`config.mk`:
```
export PLATFORM = sky130hd
export DESIGN_NAME = i2c_top
export DESIGN_NICKNAME = d
export VERILOG_FILES = /design/src/rtl/i2c_top.sv
export SDC_FILE = /design/constraint.sdc
export NUM_CORES = 1
export LEC_CHECK = 0
export ABC_AREA = 1
export ABC_CLOCK_PERIOD_IN_PS = 2970
export BUFFER_PORTS_ARGS = -buffer_cell sky130_fd_sc_hd__buf_2
export CORE_MARGIN = 2
export CORE_UTILIZATION = 50
export DETAILED_ROUTE_END_ITERATION = 16
export GPL_TIMING_DRIVEN = 0
export PLACE_DENSITY_LB_ADDON = 0.12
export SLEW_MARGIN = 0
export SYNTH_ARGS = -nofsm -noshare
export SYNTH_HDL_FRONTEND = slang
export SYNTH_SLANG_ARGS = --single-unit
```
`constraint.sdc`:
```
create_clock -name clk -period 2.97 [get_ports clk]
set_input_delay 0 -clock clk [delete_from_list [all_inputs] [get_ports clk]]
set_output_delay 0 -clock clk [all_outputs]
set_load 0.02 [all_outputs]
```
`src/rtl/i2c_top.sv`:
```
// I2C master and single-register I2C slave sharing one internal bus, used as a framing loopback.
// Optional macro I2C_ADDR_CHECK_EN: the slave ACKs only SLAVE_ADDR and the master goes to STOP on NACK.
module i2c_top #(
   parameter int         CLK_DIV    = 4,
   parameter logic [6:0] SLAVE_ADDR = 7'd8,
   parameter logic [7:0] SLAVE_INIT = 8'hA5
) (
   input  logic       clk,
   input  logic       rst_n,
   input  logic       ena,
   input  logic       rw,
   input  logic [7:0] data_in,
   input  logic [6:0] address,
   output logic       valid,
   output logic [7:0] data_out,
   output logic       scl_out,
   output logic       sda_out
);
   localparam int            DW       = (CLK_DIV > 1) ? $clog2(CLK_DIV) : 1;
   localparam logic [DW-1:0] DIV_LAST = DW'(CLK_DIV - 1);

   typedef enum logic [2:0] {
      S_IDLE, S_START, S_ADDR, S_ACK1, S_DATA, S_ACK2, S_STOP
   } state_t;

   state_t        state_q;
   logic [DW-1:0] div_q;
   logic [1:0]    qtr_q;
   logic [2:0]    bit_q;
   logic          rw_q;
   logic [6:0]    addr_q;
   logic [7:0]    wdata_q;
   logic [7:0]    rd_q;
   logic          scl_q;
   logic          sda_q;
   logic          valid_q;
   logic [7:0]    data_out_q;
   logic [7:0]    slv_reg_q;
   logic [7:0]    slv_sh_q;
   logic          slv_rw_q;
`ifdef I2C_ADDR_CHECK_EN
   logic          ack_q;
   logic          nack_q;
`endif

   logic       m_scl_d;
   logic       m_sda_d;
   logic       s_sda_d;
   logic       bus_sda_d;
   logic       bit_scl;
   logic       sample_pt;
   logic       slot_end;
   logic [7:0] tx_addr;
   logic [2:0] msb_idx;

   assign bit_scl   = (qtr_q == 2'd1) || (qtr_q == 2'd2);
   assign sample_pt = (qtr_q == 2'd1) && (div_q == '0);
   assign slot_end  = (qtr_q == 2'd3) && (div_q == DIV_LAST);
   assign tx_addr   = {addr_q, rw_q};
   assign msb_idx   = 3'd7 - bit_q;

   // Both ends drive open-drain style: the bus is the AND of master and slave.
   always_comb begin
      m_scl_d = 1'b1;
      m_sda_d = 1'b1;
      s_sda_d = 1'b1;
      case (state_q)
         S_START: begin
            m_scl_d = (qtr_q < 2'd2);
            m_sda_d = (qtr_q == 2'd0);
         end
         S_ADDR: begin
            m_scl_d = bit_scl;
            m_sda_d = tx_addr[msb_idx];
         end
         S_ACK1: begin
            m_scl_d = bit_scl;
`ifdef I2C_ADDR_CHECK_EN
            s_sda_d = (slv_sh_q[7:1] == SLAVE_ADDR) ? 1'b0 : 1'b1;
`else
            s_sda_d = 1'b0;
`endif
         end
         S_DATA: begin
            m_scl_d = bit_scl;
            m_sda_d = rw_q ? 1'b1 : wdata_q[msb_idx];
            s_sda_d = slv_rw_q ? slv_reg_q[msb_idx] : 1'b1;
         end
         S_ACK2: begin
            m_scl_d = bit_scl;
            s_sda_d = slv_rw_q;
         end
         S_STOP: begin
            m_scl_d = (qtr_q != 2'd0);
            m_sda_d = (qtr_q >= 2'd2);
         end
         default: ;
      endcase
      bus_sda_d = m_sda_d & s_sda_d;
   end

   always_ff @(posedge clk or negedge rst_n) begin
      if (!rst_n) begin
         state_q    <= S_IDLE;
         div_q      <= '0;
         qtr_q      <= 2'd0;
         bit_q      <= 3'd0;
         rw_q       <= 1'b0;
         addr_q     <= 7'd0;
         wdata_q    <= 8'h00;
         rd_q       <= 8'h00;
         scl_q      <= 1'b1;
         sda_q      <= 1'b1;
         valid_q    <= 1'b0;
         data_out_q <= 8'h00;
         slv_reg_q  <= SLAVE_INIT;
         slv_sh_q   <= 8'h00;
         slv_rw_q   <= 1'b0;
`ifdef I2C_ADDR_CHECK_EN
         ack_q      <= 1'b0;
         nack_q     <= 1'b0;
`endif
      end else begin
         valid_q <= 1'b0;
         scl_q   <= m_scl_d;
         sda_q   <= bus_sda_d;
         if (state_q == S_IDLE) begin
            if (ena) begin
               state_q <= S_START;
               rw_q    <= rw;
               addr_q  <= address;
               wdata_q <= data_in;
               div_q   <= '0;
               qtr_q   <= 2'd0;
               bit_q   <= 3'd0;
`ifdef I2C_ADDR_CHECK_EN
               nack_q  <= 1'b0;
`endif
            end
         end else begin
            if (div_q == DIV_LAST) begin
               div_q <= '0;
               qtr_q <= qtr_q + 2'd1;
            end else begin
               div_q <= div_q + DW'(1);
            end

            if (sample_pt) begin
               case (state_q)
                  S_ADDR: begin
                     slv_sh_q <= {slv_sh_q[6:0], bus_sda_d};
                     if (bit_q == 3'd7) slv_rw_q <= bus_sda_d;
                  end
                  S_DATA: begin
                     slv_sh_q <= {slv_sh_q[6:0], bus_sda_d};
                     rd_q     <= {rd_q[6:0], bus_sda_d};
                  end
`ifdef I2C_ADDR_CHECK_EN
                  S_ACK1: ack_q <= bus_sda_d;
`endif
                  default: ;
               endcase
            end

            if (slot_end) begin
               case (state_q)
                  S_START: begin
                     state_q <= S_ADDR;
                     bit_q   <= 3'd0;
                  end
                  S_ADDR: begin
                     if (bit_q == 3'd7) begin
                        state_q <= S_ACK1;
                        bit_q   <= 3'd0;
                     end else begin
                        bit_q <= bit_q + 3'd1;
                     end
                  end
                  S_ACK1: begin
`ifdef I2C_ADDR_CHECK_EN
                     if (ack_q) begin
                        state_q <= S_STOP;
                        nack_q  <= 1'b1;
                     end else begin
                        state_q <= S_DATA;
                     end
`else
                     state_q <= S_DATA;
`endif
                  end
                  S_DATA: begin
                     if (bit_q == 3'd7) begin
                        state_q <= S_ACK2;
                        bit_q   <= 3'd0;
                     end else begin
                        bit_q <= bit_q + 3'd1;
                     end
                  end
                  S_ACK2: begin
                     state_q <= S_STOP;
                     if (!slv_rw_q) slv_reg_q <= slv_sh_q;
                  end
                  S_STOP: begin
                     state_q <= S_IDLE;
`ifdef I2C_ADDR_CHECK_EN
                     if (!nack_q) begin
                        valid_q <= 1'b1;
                        if (rw_q) data_out_q <= rd_q;
                     end
`else
                     valid_q <= 1'b1;
                     if (rw_q) data_out_q <= rd_q;
`endif
                  end
                  default: state_q <= S_IDLE;
               endcase
            end
         end
      end
   end

   assign valid    = valid_q;
   assign data_out = data_out_q;
   assign scl_out  = scl_q;
   assign sda_out  = sda_q;
endmodule

```
==> results by group <==
Pwr
  – Pleak: 1.69 nW
  – Switching Fraction: 0.355
  – Sw power: 1.03 mW
  – Internal power: 1.86 mW
  – Sequential share of power: 0.404
  – VDD IR max: 0.374 mV
  – Clock share of power: 0.288
  – Power per cell area: 813 nW/um^2
  – Gate power share: 0.308

Worst hold path
  – Type of the most critical hold path: in -> reg

Global route
  – Grt total ovfl: 0
  – Pin count of the biggest net entering global routing: 63
  – Initial antenna violation count: 0
  – First-pass GRT wire length: 10.5 mm
  – All-Layer GR Usage: 0.214
  – Number of global-route vias before repair: 2,313

CTS
  – Clock sink count: 62
  – Clk_lat worst skew: 0.34 ns
  – H-tree depth: 3
  – CTS tree: yes
  – Clk slew on worst S/H paths: 0.07 ns
  – CTS Buffer Depth: 2
  – Clk root buf: clkbuf_8
  – TritonCTS Buffers: 9
  – Cts repair resizes: 0

Timing
  – Final setup fails: 0
  – Final hold vios: 0
  – Tmin final: 1.63 ns
  – Max_slew headroom: 0.488
  – Clock Skews: 0.00662 ns
  – Max Slew Vio Count: 0
  – Period utilization: 0.550
  – Fin Hold WS: 0.0477 ns
  – Worst slew pin tran: 0.768 ns
  – TNS Setup: 0 ns
  – Max Clk Rate: 0.612 GHz
  – RSZ-0062 raised after global routing: no
  – Final WS setup: 1.34 ns

Critical path
  – Worst Setup Path Type: reg -> reg
  – CP max FO: 7
  – Crit path required time: 3.22 ns
  – CP Launch Type: flip-flop
  – Crit. End Element: flip-flop
  – CP arrival: 1.88 ns

Yosys
  – Net Count, Synth: 349
  – Yosys reg bits: 62
  – Ys Warns: 0
  – Post-synth EDFFs: 0
  – Mapped Area: 2920 sq um
  – Post-synth cell types: 29
  – Average size of a mapped cell: 9.11 sq um
  – Syn Inst Count: 321
  – Seq/Total Area, Yosys: 0.533
  – Share of synthesized registers carrying an async set or reset: 1.00
  – Most used DFF post-synth: dfrtp_1

Drt
  – Final wirelength: 6.09 mm
  – # DRC: 0
  – Antenna Nets Post-Route: 0
  – DRT iter0 DRCs: 107
  – DR pass1 iterations: 4
  – Wirelength per Cell: 13.4 um
  – DR vias/cell: 4.99
  – Vias: 2,272

Cells and area
  – Commonest cells after routing, fill and taps aside: nand2_1, dfrtp_1, inv_1, buf_2, nand3_1
  – Fin util: 0.638
  – Reg area: 1560 sq um
  – Diode count: 0
  – FILL cells: 497
  – Layout cells sized above 1: 0.232
  – Layout area overhead: 21.6%
  – Multi-input gate area: 1170 sq um
  – Layout Nets: 406
  – Commonest non-fill, non-tap cell in the layout: nand2_1

Floorplan
  – Die Width: 80.5 um
  – Std-Cell Rows: 27
  – Core area: 5570 sq um
  – Initial Util: 0.525
  – Die Ht: 80.5 um
  – IO Count: 30
  – Total die area: 6480 sq um

Run
  – Max cap viols: 0

Placement
  – Placer's final routability congestion estimate: 0.772
  – # port buffers: 29
  – Hpwl dp: 4.17 mm
  – Place WS: 1.34 ns

Status
  – Status: finished, final reports clean
[Yosys cell counts, types with 2 or more instances]
cell type | number | share of area
nor2_1 | 22 | 0.028
nand2_1 | 75 | 0.096
o21ai_0 | 22 | 0.038
buf_2 | 7 | 0.012
inv_2 | 4 | 0.0051
inv_1 | 35 | 0.045
a21oi_1 | 6 | 0.010
nor2_4 | 4 | 0.015
nor2_2 | 2 | 0.0043
mux2_2 | 13 | 0.050
o21ai_1 | 17 | 0.029
mux2_1 | 2 | 0.0077
nand3_1 | 28 | 0.048
dfstp_2 | 6 | 0.054
dfrtp_1 | 56 | 0.48
ha_1 | 9 | 0.039
[layout make-up]
cell class / count / share of cell area
flip-flops and latches: 62 / 0.439
multi-input cells: 211 / 0.329
repair buffers: 46 / 0.0894
inverters: 39 / 0.0412
clock buffers: 9 / 0.0348
clock inverters: 7 / 0.0278
well taps: 72 / 0.0253
plain buffers: 9 / 0.0134
[worst paths after layout]
kind / start / endpoint / slack (ns) / depth (start not counted)
min in group asynchronous: rst_n / slv_sh_q[5] / 0.28 / 2
max reg2reg: state_q[1] / state_q[2] / 1.34 / 9
max in group asynchronous: rst_n / rd_q[0] / 2.19 / 2
min reg2reg: rd_q[7] / rd_q[7] / 0.48 / 2
max: state_q[1] / state_q[2] / 1.34 / 9
min: ena / div_q[0] / 0.05 / 4
[sequential cells by signal (all words and copies together) (netlist names), 2 cells and up]
| register | flops |
|---|---|
| qtr_q | 2 |
| data_out | 8 |
| state_q | 3 |
| bit_q | 3 |
| div_q | 2 |
| slv_reg_q | 8 |
| rd_q | 8 |
| wdata_q | 8 |
| slv_sh_q | 8 |
| addr_q | 7 |
[routing by layer]
metal / share of wire / vias up / global-route usage
li1: - / 1155 / -
met1: 0.46 / 1065 / 0.268
met2: 0.49 / 43 / 0.358
met3: 0.037 / 9 / 0.0562
met4: 0.013 / 0 / 0.0746
met5: 0 / - / 0
[power by group through the flow]
stage	logic (mW)	clock network, mW	registers, mW
2_1_floorplan	0.658	0	1.16
3_3_place_gp	0.837	0	1.18
3_5_place_dp	0.874	0	1.19
4_1_cts	0.897	0.845	1.17
5_1_grt	1.02	0.885	1.19
6_report	0.889	0.833	1.17
[critical path, stage by stage, from the launching register on]
cell and delay, ns:
dfrtp_1 0.41, inv_2 0.11, nand2_2 0.10, nor2_4 0.14, inv_2 0.11, nand2_1 0.07
nand2_1 0.10, nor2_2 0.25, nand4_1 0.12, o21ai_0 0.12
[cells by family after synthesis]
family | Yosys count | share of synthesized area
adders and majority gates | 9 | 0.0385
muxes | 15 | 0.0578
and+or+nand+nor | 138 | 0.211
buffers and inverters | 48 | 0.0663
AOI/OAI and AO/OA | 49 | 0.0929
DFF | 62 | 0.533
[metrics by stage]
| step | power [mW] | area [sq um] | std cells |
|---|---|---|---|
| after floorplan | 1.82 | 2920 | 321 |
| final | 2.89 | 3550 | 455 |
| after global placement | 2.01 | 3160 | 422 |
| after detailed placement | 2.06 | 3160 | 422 |
| after CTS | 2.91 | 3540 | 454 |
| after global routing | 3.10 | 3550 | 455 |
[what timing repair did]
action                                 in CTS  in global routing
hold buffers                               16                  1
buffers inserted                            0                  0
endpoints found under the hold margin      16                 56
Note: power is estimated with default switching activity, not from simulation.
